$ cat config.mk
export PLATFORM = sky130hd
export DESIGN_NAME = multicycle_control
export DESIGN_NICKNAME = d
export VERILOG_FILES = /design/src/rtl/multicycle_control.sv
export SDC_FILE = /design/constraint.sdc
export NUM_CORES = 1
export LEC_CHECK = 0
export CORE_MARGIN = 2
export CORE_UTILIZATION = 40
export CTS_CLUSTER_SIZE = 12
export DETAILED_ROUTE_END_ITERATION = 12
export PLACE_DENSITY = 0.87
export SLEW_MARGIN = 25
export SYNTH_ARGS = -nofsm -noshare
export SYNTH_HDL_FRONTEND = slang
export SYNTH_SLANG_ARGS = --single-unit
$ cat constraint.sdc
create_clock -name clk -period 1.95 [get_ports clk]
set_input_delay 0.39 -clock clk [delete_from_list [all_inputs] [get_ports clk]]
set_output_delay 0.39 -clock clk [all_outputs]
set_load 0.03 [all_outputs]
$ cat src/rtl/multicycle_control.sv
// multicycle_control
//   Main control FSM of the multicycle MIPS datapath. It sequences fetch,
//   decode, execute, memory and writeback. It drives the datapath mux selects,
//   the PC/IR/register/memory strobes and the 2-bit ALU operation class. It
//   stalls on memory wait states, traps unsupported opcodes into an absorbing
//   HALT state, and counts retired instructions.
//
// Ports
//   clk, rst        rising-edge clock, asynchronous active-high reset
//   opcode          IR[31:26], sampled in DECODE and MEM_ADDR only
//   mem_ready       memory completes the current access this cycle
//   pc_write, pc_write_cond, pc_source      PC update control
//   i_or_d, mem_read, mem_write, ir_write   memory / IR control
//   reg_write, reg_dst, mem_to_reg          register-file write control
//   alu_src_a, alu_src_b, alu_op            ALU operand and class selects
//   halted          an illegal opcode was trapped
//   retired         retired-instruction count (wraps modulo 2^CNT_W)
module multicycle_control #(
    parameter int CNT_W = 16
) (
    input  logic             clk,
    input  logic             rst,
    input  logic [5:0]       opcode,
    input  logic             mem_ready,
    output logic             pc_write,
    output logic             pc_write_cond,
    output logic [1:0]       pc_source,
    output logic             i_or_d,
    output logic             mem_read,
    output logic             mem_write,
    output logic             ir_write,
    output logic             reg_write,
    output logic             reg_dst,
    output logic             mem_to_reg,
    output logic             alu_src_a,
    output logic [1:0]       alu_src_b,
    output logic [1:0]       alu_op,
    output logic             halted,
    output logic [CNT_W-1:0] retired
);

    localparam logic [5:0] OP_RTYPE = 6'b000000;
    localparam logic [5:0] OP_LW    = 6'b100011;
    localparam logic [5:0] OP_SW    = 6'b101011;
    localparam logic [5:0] OP_ADDI  = 6'b001000;
    localparam logic [5:0] OP_BEQ   = 6'b000100;
    localparam logic [5:0] OP_J     = 6'b000010;

    typedef enum logic [3:0] {
        S_FETCH, S_DECODE, S_MEM_ADDR, S_MEM_RD, S_MEM_WB, S_MEM_WR,
        S_R_EXEC, S_R_WB, S_ADDI_EXEC, S_ADDI_WB, S_BRANCH, S_JUMP, S_HALT
    } state_t;

    state_t           state_q, state_d;
    logic [CNT_W-1:0] retired_q, retired_d;
    logic             retire;

    always_ff @(posedge clk or posedge rst) begin
        if (rst) begin
            state_q   <= S_FETCH;
            retired_q <= '0;
        end else begin
            state_q   <= state_d;
            retired_q <= retired_d;
        end
    end

    always_comb begin
        state_d       = state_q;
        retire        = 1'b0;
        pc_write      = 1'b0;
        pc_write_cond = 1'b0;
        pc_source     = 2'b00;
        i_or_d        = 1'b0;
        mem_read      = 1'b0;
        mem_write     = 1'b0;
        ir_write      = 1'b0;
        reg_write     = 1'b0;
        reg_dst       = 1'b0;
        mem_to_reg    = 1'b0;
        alu_src_a     = 1'b0;
        alu_src_b     = 2'b00;
        alu_op        = 2'b00;
        halted        = 1'b0;

        case (state_q)
            S_FETCH: begin
                mem_read  = 1'b1;
                alu_src_b = 2'b01;
                alu_op    = 2'b01;
                // IR and PC load only on the cycle the read data is valid.
                ir_write  = mem_ready;
                pc_write  = mem_ready;
                if (mem_ready) begin
                    state_d = S_DECODE;
                end
            end
            S_DECODE: begin
                // Speculatively compute the branch target into ALUOut.
                alu_src_b = 2'b11;
                alu_op    = 2'b01;
                case (opcode)
                    OP_RTYPE:    state_d = S_R_EXEC;
                    OP_LW, OP_SW: state_d = S_MEM_ADDR;
                    OP_ADDI:     state_d = S_ADDI_EXEC;
                    OP_BEQ:      state_d = S_BRANCH;
                    OP_J:        state_d = S_JUMP;
                    default:     state_d = S_HALT;
                endcase
            end
            S_MEM_ADDR: begin
                alu_src_a = 1'b1;
                alu_src_b = 2'b10;
                alu_op    = 2'b01;
                // Only lw/sw reach here, so anything but sw is a load.
                state_d   = (opcode == OP_SW) ? S_MEM_WR : S_MEM_RD;
            end
            S_MEM_RD: begin
                mem_read = 1'b1;
                i_or_d   = 1'b1;
                if (mem_ready) begin
                    state_d = S_MEM_WB;
                end
            end
            S_MEM_WB: begin
                reg_write  = 1'b1;
                mem_to_reg = 1'b1;
                retire     = 1'b1;
                state_d    = S_FETCH;
            end
            S_MEM_WR: begin
                mem_write = 1'b1;
                i_or_d    = 1'b1;
                if (mem_ready) begin
                    retire  = 1'b1;
                    state_d = S_FETCH;
                end
            end
            S_R_EXEC: begin
                alu_src_a = 1'b1;
                state_d   = S_R_WB;
            end
            S_R_WB: begin
                reg_write = 1'b1;
                reg_dst   = 1'b1;
                retire    = 1'b1;
                state_d   = S_FETCH;
            end
            S_ADDI_EXEC: begin
                alu_src_a = 1'b1;
                alu_src_b = 2'b10;
                alu_op    = 2'b01;
                state_d   = S_ADDI_WB;
            end
            S_ADDI_WB: begin
                reg_write = 1'b1;
                retire    = 1'b1;
                state_d   = S_FETCH;
            end
            S_BRANCH: begin
                alu_src_a     = 1'b1;
                alu_op        = 2'b10;
                pc_write_cond = 1'b1;
                pc_source     = 2'b01;
                retire        = 1'b1;
                state_d       = S_FETCH;
            end
            S_JUMP: begin
                pc_write  = 1'b1;
                pc_source = 2'b10;
                retire    = 1'b1;
                state_d   = S_FETCH;
            end
            S_HALT: begin
                halted  = 1'b1;
                state_d = S_HALT;
            end
            default: begin
                state_d = S_FETCH;
            end
        endcase
    end

    assign retired_d = retired_q + {{(CNT_W-1){1'b0}}, retire};
    assign retired   = retired_q;

endmodule
# Yosys cells after proc, flatten, opt, wreduce, memory -nomap -nowiden
# Cells that the tools add are included.
word_totals:
  ff_bits: 20
  latchBits: 0
  ramBits: 0
  rom_bits: 0
  input_bits: 9
  output_inout_bits: 33
  wordCells: 56
  memories: 0
classes:
  addsub: 1
  multipliers: 0
  n_div: 0
  magnitude_cmp: 0
  eq_ne: 20
  shift: 0
  muxes: 22
  bitwise_logic: 0
  reduce_logical: 11
ops:
  columns: ["op", "n"]
  rows:
  - ["4-bit case mux with 8 select lines", 1]
  - ["4-bit == test, second input constant", 5]
  - ["4-bit case mux with 5 select lines", 1]
  - ["16-bit by 1-bit adder with 16-bit output", 1]
  - ["4-bit by 3-bit == test with 1-bit output, second input constant", 4]
  - ["6-bit == test, second input constant", 2]
  - ["4-bit two-way mux", 3]
  - ["1-bit two-way mux", 11]
  - ["4-bit by 2-bit == test with 1-bit output, second input constant", 2]
  - ["2-bit case mux with 2 select lines", 2]
  - ["2-bit OR reduction", 4]
  - ["4-bit OR reduction", 2]
  - ["6-bit by 2-bit == test with 1-bit output, second input constant", 1]
  - ["6-bit by 3-bit == test with 1-bit output, second input constant", 1]
  - ["6-bit by 4-bit == test with 1-bit output, second input constant", 1]
  - ["6-bit logical NOT", 1]
  - ["2-bit inequality test, second input constant", 3]
  - ["2-bit case mux with 3 select lines", 1]
  - ["5-bit OR reduction", 1]
  - ["4-bit by 1-bit == test with 1-bit output, second input constant", 1]
  - ["4-bit logical NOT", 1]
  - ["1-bit case mux with 2 select lines", 2]
  - ["3-bit two-way mux", 1]
  - ["3-bit AND reduction", 1]
  - ["3-bit OR reduction", 1]

# Logic depth before layout (Yosys ltp)
# Gate-level depths: netlist of the first run.
depth:
  depth_word: 4
  ltp_mapped: 9
  depth_no_buf: 8

# Least setup slack after synthesis of the first run
# Ideal clock, no wire load.
synth_timing:
  kind: "register to output"
  from: "reg state_q[2]"
  to: "out pc_write"
  arrival_ns: 2.134
  required_ns: 1.560
  setup_slack_ns: -0.574
  path_stages_with_launch: 5
  path_cell_list: "dfrtp_1 > inv_1 > nand2_1 > nor4b_1 > or2_1"
synth_via:
  elab_chain_len: 2
synth_rtl:
  columns: ["item", "line_no", "rtl"]
  rows:
  - ["from (decl)", "54", "state_t state_q, state_d;"]
  - ["from (signal assigned)", "63", "state_q <= state_d;"]
  - ["4-bit == test / 4-bit logical NOT (equally long branches)", "86", "case (state_q)"]
  - ["1-bit case mux with 2 select lines *", "86", null]
  - ["to (decl)", "25", "output logic pc_write,"]
# Mark *: on every way between the ends. The rest lies on a longest branch, timed or not.

# Final worst setup path of the first run
layout_timing:
  from: "reg state_q[1]"
  to: "out pc_write"
# The elaborated chain is that of the path after synthesis.

==> results.sh, run 1 <==
export IMPL_synthesis_instances=131
export IMPL_leakage_nw=0.829
export IMPL_layout_commonest_cell="buf_4"
export IMPL_gr_total_overflow=0
export IMPL_seqCellArea_um2=504
export IMPL_synth_edf_count=0
export IMPL_worst_pin_slew_ns=0.349
export IMPL_cp_required_ns=1.56
export IMPL_ff2ff_path_depth=9
export IMPL_syn_nets=142
export IMPL_critPathMaxFanout=5
export IMPL_insertedDiodeCount=0
export IMPL_wl_per_cell_um=14.9
export IMPL_port_buffers=41
export IMPL_cp_startpoint="state_q[1]$_DFFE_PP0P_"
export IMPL_fin_area_mm2=0.00193
export IMPL_final_antenna_net_count=0
export IMPL_drc=0
export IMPL_synth_main_ff_cell="dfrtp_1"
export IMPL_synthArstFlopShare_pct=100
export IMPL_reg2reg_slack_ns=0.05
export IMPL_setup_ws_ns=-0.00262
export IMPL_layout_drive_gt1_share_pct=37.6
export IMPL_avgSynthCellArea_um2=9.25
export IMPL_dp_hpwl_um=2370
export IMPL_yosysTopAreaCell="dfrtp_1"
export IMPL_p_per_area_mw_per_mm2=1210
export IMPL_root_buffer="clkbuf_4"
export IMPL_most_common_layout_cells="buf_4 (33), clkdlybuf4s50_1 (24), dfrtp_1 (17)"
export IMPL_netlist_area_leader_share_pct=41.3
export IMPL_die_x_um=59.0
export IMPL_start_util_pct=43.2
export IMPL_rsz0062_at_grt="true"
export IMPL_hp_class="input pin to async pin"
export IMPL_fmax_mhz=512
export IMPL_cts_tree="done"
export IMPL_clk_latency_ns=0.30
export IMPL_reg2reg_from="state_q[1]$_DFFE_PP0P_"
export IMPL_grt_max_degree=21
export IMPL_final_hold_violation_count=0
export IMPL_grt_pass1_vias=1243
export IMPL_htree_num_levels=1
export IMPL_cp_start_kind="flop"
export IMPL_cts_buffer_depth=2
export IMPL_power_mw=2.33
export IMPL_ys_top_cells_by_area="dfrtp_1 (41%), xnor2_1 (8.7%), nand3_1 (3.3%), nand2_1 (3.1%), nor2_1 (3.1%)"
export IMPL_antenna_found_initial=0
export IMPL_finalSetupViolCount=1
export IMPL_nets=202
export IMPL_criticalPathCategory="flop to output port"
export IMPL_slew_limit_headroom_pct=76.5
export IMPL_die_h_um=59.0
export IMPL_crit_path_end_kind="output port"
export IMPL_multi_input_area_um2=786
export IMPL_wirelength_um=3270
export IMPL_placementRows=19
export IMPL_ys_seq_area_share_pct=41.3
export IMPL_syn_to_final_growth_pct=59.0
export IMPL_max_vdd_ir_drop_mv=0.850
export IMPL_vias_per_cell=5.60
export IMPL_place_congestion=0.851
export IMPL_post_dp_cell_area_mm2=0.00174
export IMPL_track_usage_pct=20.3
export IMPL_status="complete, but fails checks"
export IMPL_max_cap_violations=0
export IMPL_fin_crit_sh_pct=100
export IMPL_die_area_mm2=0.00348
export IMPL_initialDrtViolationCount=21
export IMPL_synth_area_mm2=0.00121
export IMPL_vias=1231
export IMPL_ios=42
export IMPL_ys_warn_count=0
export IMPL_synth_distinct_cells=39
export IMPL_dr_pass1_iters=4
export IMPL_violations="negative setup slack"
export IMPL_cts_sinks=20
export IMPL_final_max_slew_viol_count=0
export IMPL_clk_pin_slew_worst_paths_ns=0.11
export IMPL_grt_pass1_wl_um=5440
export IMPL_skew_ns=0.0138
export IMPL_core_mm2=0.00281
export IMPL_fill_cells=238
export IMPL_cp_arrival_ns=1.56
export IMPL_hold_buffers=0
export IMPL_ys_seq_elements=20
export IMPL_r2r_end="retired[10]$_DFF_PP0_"
export IMPL_cts_buffers=3
export IMPL_fin_util_pct=68.6
export IMPL_layout_min_cycle_time_ns=1.95
[synth_stat cells, types with 2 or more instances]
library cell   n
clkbuf_1       5
nor4b_1        3
o21ai_1        2
o22ai_1        2
nand2_1       10
and4_1         3
nand3_1        8
nand2b_1       5
nor2_1        10
nand4_1        3
xnor2_1       12
xor2_1         2
a31oi_1        2
inv_1          6
o21ai_0        2
o211ai_1       2
o32ai_1        2
dfrtp_1       20
and3_1         3
buf_2          2
nor3_1         5
a21oi_1        4
ha_1           2
[kinds of logic (layout without fill, tap and decap cells)]
family | Yosys count | in the layout | synth area share [%]
buf+inv | 14 | 72 | 4.86
fa+ha+maj | 2 | 2 | 2.07
xor+xnor | 14 | 14 | 10.1
compound gates | 25 | 25 | 16.1
simple gates | 56 | 56 | 25.5
flops | 20 | 20 | 41.3
[critical path, cell delays in order, from the launching register on]
cell and delay [ns]:
dfrtp_2 0.46, buf_6 0.15, inv_4 0.06, nand2_4 0.05, nor4b_4 0.28, or2_1 0.15, buf_6 0.13
[per-layer routing]
| layer | wire length (µm) | vias to the layer above | global-route usage, % |
|---|---|---|---|
| li1 | - | 591 | - |
| met1 | 1320 | 579 | 23.5 |
| met2 | 1740 | 56 | 36.8 |
| met3 | 164 | 5 | 3.28 |
| met4 | 47 | 0 | 8.12 |
| met5 | 0 | - | 0 |
[worst max-delay path by stage]
stage / endpoint / slack (ns) / cells past startpoint
global placement: retired[10]$_DFF_PP0_ / -0.14 / 8
CTS: pc_write / -0.007 / 6
floorplan: retired[10]$_DFF_PP0_ / 0.03 / 8
global route: pc_write / -0.10 / 6
detailed placement: retired[10]$_DFF_PP0_ / -0.19 / 8
finish: pc_write / -0.003 / 6
[power breakdown]
group / switching, mW / internal [mW]
Clock: 0.122 / 0.0720
Combinational: 0.852 / 0.638
Sequential: 0.132 / 0.510
[per-stage QoR]
| step | worst slack, ns | setup TNS [ns] | hold WS, ns | instances |
|---|---|---|---|---|
| floorplan | 0.0255 | 0 | 0.354 | 131 |
| global placement | -0.138 | -0.692 | 0.461 | 213 |
| detailed placement | -0.186 | -1.09 | 0.473 | 213 |
| CTS | -0.00719 | -0.0117 | 0.410 | 219 |
| global route | -0.100 | -0.772 | 0.419 | 220 |
| finish | -0.00262 | -0.00262 | 0.397 | 220 |
[cell type report]
type | count | area share, %
flip-flops and latches | 20 | 26.2
well taps | 31 | 2.01
inverters | 6 | 1.30
multi-input cells | 97 | 40.8
clock buffers | 3 | 1.17
repair buffers | 63 | 28.5
[state kept, by name, indices dropped and copies added, names as in the netlist]
register / flops
state_q: 4
retired: 16
[what timing repair did]
action / CTS / global route
endpoints found under the setup margin: 8 / 26
resized for setup: 13 / 27
buffers inserted: 3 / 1
endpoints found under the hold margin: 0 / 0
pin swaps: 3 / 10
Note: power is estimated with default switching activity, not from simulation.
==> run 2, diff against run 1 <==
--- a/config.mk
+++ b/config.mk
@@ -9,6 +9,7 @@
 export CORE_UTILIZATION = 40
 export CTS_CLUSTER_SIZE = 12
 export DETAILED_ROUTE_END_ITERATION = 12
+export HOLD_SLACK_MARGIN = 0.03
 export PLACE_DENSITY = 0.87
 export SLEW_MARGIN = 25
 export SYNTH_ARGS = -nofsm -noshare
==> results of run 2 <==
The final DEF is identical to that of run 1; final timing and power are the same.
==> run 3, diff against run 2 <==
--- a/config.mk
+++ b/config.mk
@@ -7,7 +7,6 @@
 export LEC_CHECK = 0
 export CORE_MARGIN = 2
 export CORE_UTILIZATION = 40
-export CTS_CLUSTER_SIZE = 12
 export DETAILED_ROUTE_END_ITERATION = 12
 export HOLD_SLACK_MARGIN = 0.03
 export PLACE_DENSITY = 0.87
==> results of run 3 <==
The final DEF is identical to that of run 1; final timing and power are the same.
